==> config.mk <==
export PLATFORM = sky130hd
export DESIGN_NAME = icache_dm
export DESIGN_NICKNAME = d
export VERILOG_FILES = /design/src/rtl/icache_dm.sv
export SDC_FILE = /design/constraint.sdc
export NUM_CORES = 1
export LEC_CHECK = 0
export CAP_MARGIN = 20
export CORE_ASPECT_RATIO = 1.5
export CORE_MARGIN = 1.5
export CORE_UTILIZATION = 55
export DETAILED_ROUTE_END_ITERATION = 10
export PLACE_DENSITY = 0.74
export SLEW_MARGIN = 15
export SYNTH_ARGS = -nofsm -noshare
export SYNTH_HDL_FRONTEND = slang
export SYNTH_SLANG_ARGS = --single-unit
==> constraint.sdc <==
create_clock -name CLK -period 6.55 [get_ports CLK]
set_clock_uncertainty 0.2 [all_clocks]
set_input_delay 1.6375 -clock CLK [delete_from_list [all_inputs] [get_ports CLK]]
set_output_delay 1.6375 -clock CLK [all_outputs]
set_load 0.005 [all_outputs]
==> src/rtl/icache_dm.sv <==
`default_nettype none
// ============================================================================
// Module   : icache_dm
// Purpose  : Direct-mapped read-only instruction cache with one-word frames.
//            Optional macro ICACHE_STATS_EN adds hit_cnt/miss_cnt outputs.
// Revision : 1.0 - initial release
// ============================================================================
module icache_dm #(
   parameter int SETS = 16
) (
   input  logic        CLK,
   input  logic        nRST,
   input  logic        imemREN,
   input  logic [31:0] imemaddr,
   output logic        ihit,
   output logic [31:0] imemload,
   output logic        iREN,
   output logic [31:0] iaddr,
   input  logic        iwait,
   input  logic [31:0] iload
`ifdef ICACHE_STATS_EN
   ,
   output logic [31:0] hit_cnt,
   output logic [31:0] miss_cnt
`endif
);
   localparam int IDX_W = $clog2(SETS);
   localparam int TAG_W = 30 - IDX_W;

   typedef enum logic [0:0] {
      IDLE  = 1'b0,
      FETCH = 1'b1
   } state_t;

   state_t           r_state;
   state_t           w_next_state;
   logic [SETS-1:0]  r_valid;
   logic [TAG_W-1:0] r_tag  [SETS];
   logic [31:0]      r_data [SETS];
   logic [31:0]      r_miss_addr;

   logic [IDX_W-1:0] w_idx;
   logic [IDX_W-1:0] w_miss_idx;
   logic [TAG_W-1:0] w_tag;
   logic [TAG_W-1:0] w_miss_tag;
   logic             w_hit;
   logic             w_fill;
   logic             w_miss_start;
   logic             w_unused;

   assign w_idx      = imemaddr[2 +: IDX_W];
   assign w_tag      = imemaddr[31 -: TAG_W];
   assign w_miss_idx = r_miss_addr[2 +: IDX_W];
   assign w_miss_tag = r_miss_addr[31 -: TAG_W];
   assign w_hit      = imemREN & r_valid[w_idx] & (r_tag[w_idx] == w_tag);
   assign w_unused   = ^imemaddr[1:0];

   always_comb begin
      w_next_state = r_state;
      ihit         = 1'b0;
      imemload     = 32'd0;
      iREN         = 1'b0;
      iaddr        = 32'd0;
      w_fill       = 1'b0;
      w_miss_start = 1'b0;
      case (r_state)
         IDLE: begin
            ihit     = w_hit;
            imemload = w_hit ? r_data[w_idx] : 32'd0;
            if (imemREN && !w_hit) begin
               w_miss_start = 1'b1;
               w_next_state = FETCH;
            end
         end
         FETCH: begin
            iREN  = 1'b1;
            iaddr = r_miss_addr;
            // The memory handshake always completes, whatever the datapath does meanwhile.
            if (!iwait) begin
               w_fill       = 1'b1;
               w_next_state = IDLE;
            end
         end
         default: w_next_state = IDLE;
      endcase
   end

   always_ff @(posedge CLK) begin
      if (!nRST) begin
         r_state     <= IDLE;
         r_valid     <= '0;
         r_miss_addr <= 32'd0;
      end else begin
         r_state <= w_next_state;
         if (w_miss_start)
            r_miss_addr <= {imemaddr[31:2], 2'b00};
         if (w_fill)
            r_valid[w_miss_idx] <= 1'b1;
      end
   end

   // Tag and data need no reset: a frame is only read once its valid bit is set.
   always_ff @(posedge CLK) begin
      if (nRST && w_fill) begin
         r_tag[w_miss_idx]  <= w_miss_tag;
         r_data[w_miss_idx] <= iload;
      end
   end

`ifdef ICACHE_STATS_EN
   always_ff @(posedge CLK) begin
      if (!nRST) begin
         hit_cnt  <= 32'd0;
         miss_cnt <= 32'd0;
      end else begin
         if (ihit)
            hit_cnt <= hit_cnt + 32'd1;
         if (w_miss_start)
            miss_cnt <= miss_cnt + 32'd1;
      end
   end
`endif

endmodule
`default_nettype wire

==> results.ini <==
[run_status]
status=finished with violations
violations=setup timing

[min_path]
hp-class=flop to flop

[route]
routedWlPerCell_um=29.3
drt-initial-drc-count=2352
vias=19600
drtPass1Iterations=6
routed_wl_mm=89.3
drc=0
routed_via_density=6.41
detail-route-antenna-nets=0

[logic_synthesis]
synthTopCellsByArea=edfxtp_1, mux4_2, dfxtp_1, mux2i_1, and2_1
yosysTopAreaCellShare_pct=72.7
muxShareOfSynthArea_pct=16.6
syn_inst=1844
synth_warnings=0
netlist_area_mm2=0.0384
synth_xor_area_share_pct=0.845
yosysSeqAreaShare_pct=75.1
synth_ff_type=edfxtp_1
ys_seq_elements=975
yosysUniqueCellTypes=52
yosys-top-cells-count=edfxtp_1, mux4_2, and2_1
yosysMostFrequentCell=edfxtp_1
avgSynthCellArea_um2=20.8
synth_enable_flop_cells=928
yosys.area_share.simple_pct=3.75
synth-compound-area-share_pct=2.36
synth_top_family_by_area=multiplexers
synth_top_cell_by_area=edfxtp_1
synthAdderAreaFrac_pct=0
async_flop_share_pct=0

[layout]
area_growth_syn_to_layout_pct=16.4
drive_above_1_share_pct=26.2
final_cells=3051
antennaDiodeCount=0
final_nets=2149
n_fill_cell=4404

[timing]
hold_ws_ns=0.252
worst_slew_pin_slew_ns=0.916
period_share_pct=101
finalSetupViolations=3
finalHoldViolCount=0
report.final.slew_viol_count=0
relSlewSlack_pct=38.9
rsz0062_at_grt=yes
finalCriticalPeriod_ns=6.60
max_freq_ghz=0.151
worst_slack_ns=-0.0528

[floorplan]
core-area_mm2=0.0689
die_x_um=219
design.die.area_mm2=0.0714
die_h_um=326
initial_core_util_pct=55.6
rows=118
io_pins=134

[critical_path]
r2r-start=r_tag[4][18]
endpoint=imemload[6]
worstSetupEndpointType=output port
path_class=primary input to output port
r2r_cells=10
critPathMaxFanout=17
cp-startpoint=imemaddr[2]
crit_required_ns=4.71
worstPathArrival_ns=4.77
r2r_end=r_miss_addr[22]
reg2reg_slack_ns=2.80
cp-start-kind=primary input

[global_route]
grt_pass1_wl_mm=131
antenna_found_initial=2
grt_start_max_net_pins=79
grt_usage_pct=25.4
grt-ovfl-total=0
grt_pass1_vias=20300

[power]
pwr_density_cell_mw_per_mm2=286
p_leak_nw=14.8
irDropWorstVdd_mv=0.269

[clock_network]
cts_buffer_depth=3
cts_root_buffer=clkbuf_16
cts.reportedPaths.clkPinSlew_ns=0.06
cts_max_level=3
cts_sinks=975
cts_made_buffers=87
clkLatencyLatePin_ns=0.64
cts_tree=built

[placement]
hpwl_mm=50.2
dp.cells=2886
place_congestion=0.780
port_buffers=129

[job]
cap_viol_max_count=0

registers in the layout (all words and copies together) (netlist names):
register	flops
r_tag	416
r_data	512
r_miss_addr	30
r_valid	16
r_state	1
critical path, stage by stage:
cell and delay, ns:
buf_16 0.14, mux4_2 0.53, mux4_2 0.53, xnor2_2 0.22
o2111ai_2 0.13, buf_4 0.18, nor4_4 0.31, nand4bb_4 0.16
buf_12 0.19, nor2b_1 0.15, clkdlybuf4s50_1 0.51
what timing repair did:
| action | in CTS | in global routing |
|---|---|---|
| pin swaps | 1 | 6 |
| gates cloned | 1 | 2 |
| resized for setup | 38 | 28 |
| endpoints found under the setup margin | 33 | 11 |
| hold buffers | 0 | 0 |
| setup buffers | 1 | 2 |
routing by layer:
layer	global-route usage (%)	vias up	share of wire, %
met5	0	-	0.012
li1	-	8073	-
met4	8.76	2	2.9
met3	3.81	171	7.7
met2	42.1	987	51
met1	34.6	10300	39
cells in the final DEF (no fill, tap or decap), types with 7 or more instances in the layout:
cell type	n
nor3_1	8
mux2i_1	58
xnor2_1	22
dfxtp_1	47
clkbuf_1	18
nor2_1	38
a311o_1	30
nor2b_1	33
nand3_1	33
nand2b_1	7
a22oi_1	9
buf_4	104
dlygate4sd2_1	22
edfxtp_1	928
clkdlybuf4s50_1	95
mux4_2	252
o22ai_1	7
xor2_1	13
nand2_1	45
o21ai_0	34
clkinv_1	16
clkbuf_16	93
clkinv_2	18
nor2_4	12
and2_1	61
dlymetal6s2s_1	7
mux2_2	7
buf_12	18
bufinv_16	7
a21o_1	17
through the flow:
step / power, W / setup WS, ns / setup TNS, ns / area [um2] / utilization [%]
6_report: 0.0128 / -0.0528 / -0.119 / 44600 / 64.7
5_1_grt: 0.0131 / -0.147 / -1.27 / 44600 / 64.7
4_1_cts: 0.0128 / -0.0534 / -0.326 / 44400 / 64.5
3_5_place_dp: 0.00783 / -0.313 / -8.56 / 41600 / 60.3
3_3_place_gp: 0.00780 / -0.211 / -6.33 / 41600 / 60.3
2_1_floorplan: 0.00751 / 0.182 / 0 / 38400 / -
how the worst min path moves through the flow:
stage | endpoint | cells past startpoint | slack (ns) | startpoint
floorplan | r_valid[0] | 1 | 0.22 | r_valid[0]
global placement | r_valid[0] | 1 | 0.23 | r_valid[0]
detailed placement | r_valid[3] | 1 | 0.24 | r_valid[3]
CTS | r_valid[3] | 1 | 0.25 | r_valid[3]
global route | r_valid[7] | 1 | 0.26 | r_valid[7]
finish | r_valid[3] | 1 | 0.25 | r_valid[3]
area by class of cell:
type	instances	area [um2]	share of cell area [%]
sequential	975	28800	64.5
multi-input combinational	752	9260	20.7
clock inverter	47	414	0.928
timing repair buffer	260	2620	5.87
tap	900	1130	2.52
inverter	5	22.5	0.0505
clock buffer	112	2390	5.35
logic make-up after synthesis:
kind of cell | count (synthesis)
multiplexers | 319
other | 1
buffers and inverters | 118
flip-flops | 975
AND/OR/NAND/NOR | 270
XOR/XNOR | 37
AO/OA/AOI/OAI | 124
power breakdown:
group / internal, W / switching (W)
Clock: 0.00285 / 0.00219
Combinational: 0.000348 / 0.000356
Sequential: 0.00691 / 0.000103
No activity file was read; power rests on OpenSTA's default activity.
